$ cat config.mk
export PLATFORM = sky130hd
export DESIGN_NAME = spi_eeprom_slave
export DESIGN_NICKNAME = d
export VERILOG_FILES = /design/src/rtl/spi_eeprom_pkg.sv /design/src/rtl/spi_slave_sync.sv /design/src/rtl/spi_eeprom_slave.sv
export SDC_FILE = /design/constraint.sdc
export NUM_CORES = 1
export LEC_CHECK = 0
export ABC_AREA = 1
export ABC_CLOCK_PERIOD_IN_PS = 1900
export BUFFER_PORTS_ARGS = -buffer_cell sky130_fd_sc_hd__buf_2
export CAP_MARGIN = 15
export CORE_MARGIN = 2
export CORE_UTILIZATION = 27
export DETAILED_ROUTE_END_ITERATION = 7
export SLEW_MARGIN = 20
export SYNTH_ARGS = -nofsm -noshare
export SYNTH_HDL_FRONTEND = slang
export SYNTH_HIERARCHICAL = 1
export SYNTH_SLANG_ARGS = --single-unit
$ cat constraint.sdc
create_clock -name clk -period 1.9 [get_ports clk]
set_clock_uncertainty 0.1 [all_clocks]
set_input_delay 0.19 -clock clk [delete_from_list [all_inputs] [get_ports clk]]
set_output_delay 0.19 -clock clk [all_outputs]
set_load 0.1 [all_outputs]
$ cat src/rtl/spi_eeprom_pkg.sv
// Shared opcodes, status-register layout and FSM encoding for the SPI EEPROM responder.
package spi_eeprom_pkg;

  localparam logic [7:0] OP_WRITE = 8'h02;
  localparam logic [7:0] OP_READ  = 8'h03;
  localparam logic [7:0] OP_WRDI  = 8'h04;
  localparam logic [7:0] OP_RDSR  = 8'h05;
  localparam logic [7:0] OP_WREN  = 8'h06;

  localparam int STAT_WIP = 0;
  localparam int STAT_WEL = 1;

  typedef enum logic [2:0] {
    ST_IDLE,
    ST_CMD,
    ST_ADDR,
    ST_RD_DATA,
    ST_WR_DATA,
    ST_STATUS,
    ST_IGNORE
  } state_t;

  // WIP stays 0 because writes land in the buffer immediately.
  function automatic logic [7:0] status_byte(input logic wel);
    status_byte = 8'h00;
    status_byte[STAT_WIP] = 1'b0;
    status_byte[STAT_WEL] = wel;
  endfunction

endpackage

$ cat src/rtl/spi_slave_sync.sv
// Synchronizes the SPI pins into clk and produces one-cycle sck/csn edge pulses.
module spi_slave_sync #(
  parameter int SYNC_STAGES = 2
) (
  input  logic clk,
  input  logic rst,
  input  logic sck,
  input  logic csn,
  input  logic mosi,
  output logic sck_rise,
  output logic sck_fall,
  output logic csn_rise,
  output logic csn_fall,
  output logic mosi_s
);

  logic [SYNC_STAGES-1:0] sck_q;
  logic [SYNC_STAGES-1:0] csn_q;
  logic [SYNC_STAGES-1:0] mosi_q;
  logic                   sck_d;
  logic                   csn_d;

  // csn resets to "selected" so a select held low across reset produces no
  // falling edge: a new transaction needs a genuine high-then-low on csn.
  always_ff @(posedge clk) begin
    if (rst) begin
      sck_q  <= '0;
      csn_q  <= '0;
      mosi_q <= '0;
      sck_d  <= 1'b0;
      csn_d  <= 1'b0;
    end else begin
      sck_q  <= {sck_q[SYNC_STAGES-2:0], sck};
      csn_q  <= {csn_q[SYNC_STAGES-2:0], csn};
      mosi_q <= {mosi_q[SYNC_STAGES-2:0], mosi};
      sck_d  <= sck_q[SYNC_STAGES-1];
      csn_d  <= csn_q[SYNC_STAGES-1];
    end
  end

  assign sck_rise = sck_q[SYNC_STAGES-1] & ~sck_d;
  assign sck_fall = ~sck_q[SYNC_STAGES-1] & sck_d;
  assign csn_rise = csn_q[SYNC_STAGES-1] & ~csn_d;
  assign csn_fall = ~csn_q[SYNC_STAGES-1] & csn_d;
  assign mosi_s   = mosi_q[SYNC_STAGES-1];

endmodule

$ cat src/rtl/spi_eeprom_slave.sv
// SPI mode-0 responder emulating a 128x8 serial EEPROM in front of an external
// synchronous byte buffer (read data valid one clk after mem_addr).
module spi_eeprom_slave
  import spi_eeprom_pkg::*;
#(
  parameter int ADDR_W      = 7,
  parameter int PAGE_W      = 4,
  parameter int SYNC_STAGES = 2
) (
  input  logic              clk,
  input  logic              rst,
  input  logic              sck,
  input  logic              csn,
  input  logic              mosi,
  output logic              miso,
  output logic              miso_oe,
  output logic [ADDR_W-1:0] mem_addr,
  output logic [7:0]        mem_wdata,
  output logic              mem_we,
  input  logic [7:0]        mem_rdata,
  output logic              wel,
  output logic [2:0]        fsm_state
);

  logic       sck_rise;
  logic       sck_fall;
  logic       csn_rise;
  logic       csn_fall;
  logic       mosi_s;

  state_t     state;
  state_t     state_d;
  logic [2:0] bit_cnt;
  logic [6:0] rx;
  logic [7:0] rx_byte;
  logic [7:0] tx;
  logic [1:0] rd_pipe;
  logic       cmd_write;
  logic       byte_done;

  spi_slave_sync #(
    .SYNC_STAGES(SYNC_STAGES)
  ) u_sync (
    .clk      (clk),
    .rst      (rst),
    .sck      (sck),
    .csn      (csn),
    .mosi     (mosi),
    .sck_rise (sck_rise),
    .sck_fall (sck_fall),
    .csn_rise (csn_rise),
    .csn_fall (csn_fall),
    .mosi_s   (mosi_s)
  );

  assign rx_byte   = {rx, mosi_s};
  assign byte_done = sck_rise && (bit_cnt == 3'd7) && (state != ST_IDLE);
  assign fsm_state = state;

  always_ff @(posedge clk) begin
    if (rst) state <= ST_IDLE;
    else     state <= state_d;
  end

  // A csn rise wins over any decode so a byte finishing on that same clk
  // still takes effect in the datapath but the FSM lands in IDLE.
  always_comb begin
    state_d = state;
    case (state)
      ST_IDLE: if (csn_fall) state_d = ST_CMD;
      ST_CMD: begin
        if (byte_done) begin
          case (rx_byte)
            OP_READ, OP_WRITE: state_d = ST_ADDR;
            OP_RDSR:           state_d = ST_STATUS;
            default:           state_d = ST_IGNORE;
          endcase
        end
      end
      ST_ADDR: if (byte_done) state_d = cmd_write ? ST_WR_DATA : ST_RD_DATA;
      default: state_d = state;
    endcase
    if (csn_rise) state_d = ST_IDLE;
  end

  always_ff @(posedge clk) begin
    if (rst) begin
      miso      <= 1'b0;
      miso_oe   <= 1'b0;
      mem_we    <= 1'b0;
      mem_addr  <= '0;
      mem_wdata <= '0;
      wel       <= 1'b0;
      bit_cnt   <= '0;
      rx        <= '0;
      tx        <= '0;
      rd_pipe   <= '0;
      cmd_write <= 1'b0;
    end else begin
      mem_we  <= 1'b0;
      rd_pipe <= {rd_pipe[0], 1'b0};

      // Page-local increment runs the clk after the strobe so the strobe
      // carries the address the byte belongs to.
      if (mem_we) mem_addr[PAGE_W-1:0] <= mem_addr[PAGE_W-1:0] + PAGE_W'(1);

      if (rd_pipe[1]) tx <= mem_rdata;

      if (sck_rise && state != ST_IDLE) begin
        rx      <= rx_byte[6:0];
        bit_cnt <= bit_cnt + 3'd1;
      end

      if (sck_fall && (state == ST_RD_DATA || state == ST_STATUS)) begin
        miso    <= tx[7];
        miso_oe <= 1'b1;
        tx      <= {tx[6:0], 1'b0};
      end

      if (byte_done) begin
        case (state)
          ST_CMD: begin
            cmd_write <= (rx_byte == OP_WRITE);
            if (rx_byte == OP_WREN) wel <= 1'b1;
            if (rx_byte == OP_WRDI) wel <= 1'b0;
            if (rx_byte == OP_RDSR) tx  <= status_byte(wel);
          end
          ST_ADDR: begin
            mem_addr <= rx_byte[ADDR_W-1:0];
            if (!cmd_write) rd_pipe[0] <= 1'b1;
          end
          ST_RD_DATA: begin
            mem_addr   <= mem_addr + ADDR_W'(1);
            rd_pipe[0] <= 1'b1;
          end
          ST_WR_DATA: begin
            if (wel) begin
              mem_we    <= 1'b1;
              mem_wdata <= rx_byte;
            end
          end
          ST_STATUS: tx <= status_byte(wel);
          default: ;
        endcase
      end

      if (csn_rise) begin
        bit_cnt <= '0;
        miso    <= 1'b0;
        miso_oe <= 1'b0;
        rd_pipe <= '0;
        if (state == ST_WR_DATA || (state == ST_ADDR && byte_done && cmd_write))
          wel <= 1'b0;
      end
    end
  end

endmodule

==> reports/metrics.csv <==
metric;value;unit
largest net degree at the start of global routing;17;
Cell Count, Final, Fillers Out;483;
Crit Path Max Fanout;5;
full die area;9610;µm²
H-tree levels;2;
Reg-to-Reg End;fsm_state[0];
ANT nets after route;0;
WL/cell;11.3;µm
Synth Register Bits;51;
CTS tree;done;
vias in the first global route;2059;
GRT overflow;0;
leakage;0.00120;µW
Critical path origin;bit_cnt[0];
Iter 0 DRT Violations;53;
status;finished, final reports clean;
global-route wire length before repair;9.26;mm
Syn Inst Count;334;
WL final;5.46;mm
IO Port Bufs;34;
Fillers;939;
share of post-route cells with drive strength above 1;17.9;%
sequential area share after synthesis;42.7;%
Fmax;0.605;GHz
Final Cycle Share;86.9;%
PD cells;857;nW/µm²
Slowest cell on crit path;dfxtp_1;
Initial Util;27.7;%
initial antenna violation count;0;
ANT cells;0;
worst skew pair latency;0.30;ns
reg2reg path depth;9;
Vert. Die Dim;98.1;µm
data required time of the worst path;2.00;ns
unrepaired setup endpoints after global routing;no;
cts repair resizes;0;
CTS clk-pin slew, worst paths;0.09;ns
maximum vdd ir drop;0.000274;V
clk sinks;51;
max_cap viols;0;
Clock Tree Root;clkbuf_8;
CTS Buf Count;5;
setup bufs post-CTS;0;
Remaining DRCs;0;
syn avg cell area;7.15;µm²
placed cell count;472;
die width;98.1;µm
max_slew headroom;66.5;%
Setup CP Type;flip-flop to flip-flop;
DP Wirelength;4.12;mm
RR Startpoint;bit_cnt[0];
GRT Overall Usage;11.6;%
Rows;34;
final hold violation count;0;
synth warn;6;
vias per cell;4.53;
worst stage delay on the critical path;0.36;ns
top_reg_cell synth;dfxtp_1;
Critical Path End;fsm_state[0];
setup TNS;0;ns
Pre-antenna DRT Iters;4;
Mapped Area;2390;µm²
clock buffer depth;2;
io pins;35;
Vias;2188;
EDFF count, synth;0;
Final #Nets;390;
GPL Wtd Cong;0.830;
setup violators final;0;
syn_nets;350;
Placed Area;2680;µm²
asr flop ratio synth;0;%
PnR worst setup slack;0.248;ns
Netlist cell types;33;
critical-path cell list;ha_1 > ha_1 > nand2_1 > inv_1 > nand4_2 > nand2_1 > nand3_1 > nor2_1 > nor2_1;
Crit. End Element;flip-flop;
CP Data Arrival Time;1.75;ns
Slew Limit Fails;0;
area grow syn2layout;16.8;%
critical path startpoint category;flip-flop;
post-place setup slack;0.259;ns
reg2reg setup slack;0.25;ns
core area;8640;µm²
Min-Delay Path Class;input pin to flip-flop;
Worst Tran Pin Value;0.502;ns
post-layout minimum cycle time;1.65;ns
Design Area, Final;2790;µm²
per-stage QoR:
step | total power (µW) | utilization, % | hold slack, ns
2_1_floorplan | 1660 | - | 0.197
3_3_place_gp | 1780 | 31.0 | 0.294
3_5_place_dp | 1790 | 31.0 | 0.297
4_1_cts | 2420 | 32.3 | 0.0993
5_1_grt | 2530 | 32.3 | 0.0984
6_report | 2390 | 32.3 | 0.0869
report_power, final:
group	switching (µW)	internal [µW]	total (µW)
Combinational	440	146	585
Sequential	71.5	1110	1190
Clock	360	258	619
cell families (layout without fill, tap and decap cells):
| group | Yosys count | in the layout | share of synthesized area [%] |
|---|---|---|---|
| buffers and inverters | 53 | 94 | 9.38 |
| muxes | 2 | 2 | 0.891 |
| and+or+nand+nor | 154 | 154 | 29.7 |
| adders and majority gates | 3 | 3 | 1.57 |
| xor gates and xnor gates | 2 | 2 | 0.734 |
| DFF | 51 | 51 | 42.7 |
| AOI/OAI and AO/OA | 69 | 69 | 15.0 |
timing repair:
| action | CTS | global route |
|---|---|---|
| setup endpoints to repair | 0 | 0 |
| hold buffers | 3 | 0 |
| endpoints found under the hold margin | 3 | 0 |
critical path: cells and delay by family (launching register included):
family	cells	cell delay, ns
buffers and inverters	1	0.16
DFF	1	0.36
and+or+nand+nor	6	0.63
adders and majority gates	2	0.28
registers in the layout (all words and copies together) (netlist names):
name	count
u_sync/mosi_q	2
mem_addr	7
mem_we	1
tx	8
cmd_write	1
u_sync/csn_q	2
rd_pipe	2
u_sync/sck_d	1
bit_cnt	3
u_sync/csn_d	1
miso	1
rx	7
fsm_state	3
u_sync/sck_q	2
miso_oe	1
wel	1
mem_wdata	8
routing by layer:
layer	vias to the layer above	global-route usage [%]	routed length, µm
met4	0	3.31	70
li1	1167	-	-
met1	975	14.4	2600
met5	-	0	0
met3	7	3.08	231
met2	39	19.6	2560
final cells by class:
type	instances	area, µm²	share of cell area, %
Multi-Input combinational cell	230	1140	41.0
Sequential cell	51	1030	36.8
Timing Repair Buffer	41	230	8.25
Inverter	45	169	6.05
Tap cell	108	135	4.84
Clock buffer	6	72.6	2.60
Clock inverter	2	12.5	0.448
worst min path at each step:
stage,from,slack (ns),to,depth (start not counted)
3_5_place_dp,u_sync/csn_q[0],0.30,u_sync/csn_q[1],2
6_report,rst,0.09,u_sync/sck_q[0],2
2_1_floorplan,csn,0.20,u_sync/csn_q[0],2
4_1_cts,rst,0.1,u_sync/csn_q[1],2
5_1_grt,rst,0.1,u_sync/sck_d,2
3_3_place_gp,u_sync/sck_q[0],0.29,u_sync/sck_q[1],2
cells in the final DEF, fill, tap and decap left out, drive strengths merged, types with 2 or more instances in the layout:
cell type    count
o21ai           28
nand2           75
a21oi           35
nand3           23
nor3             3
ha               3
nand4           10
clkbuf           6
dlygate4sd3      3
inv             45
buf             38
o22ai            2
nor2            41
o211ai           2
dfxtp           51
Yosys cell counts (2+ instances only):
| cell | n | area (µm²) |
|---|---|---|
| a21oi_1 | 35 | 175 |
| buf_2 | 2 | 10.0 |
| buf_4 | 2 | 15.0 |
| buf_6 | 2 | 22.5 |
| clkbuf_1 | 2 | 7.51 |
| dfxtp_1 | 51 | 1020 |
| ha_1 | 3 | 37.5 |
| inv_1 | 43 | 161 |
| inv_2 | 2 | 7.51 |
| nand2_1 | 69 | 259 |
| nand2_2 | 4 | 25.0 |
| nand2_4 | 2 | 22.5 |
| nand3_1 | 21 | 105 |
| nand3_2 | 2 | 20.0 |
| nand4_1 | 9 | 56.3 |
| nor2_1 | 38 | 143 |
| nor2_2 | 2 | 12.5 |
| nor3_1 | 2 | 10.0 |
| o211ai_1 | 2 | 15.0 |
| o21ai_0 | 26 | 130 |
| o21ai_1 | 2 | 10.0 |
| o22ai_1 | 2 | 12.5 |
Note: power is estimated with default switching activity, not from simulation.
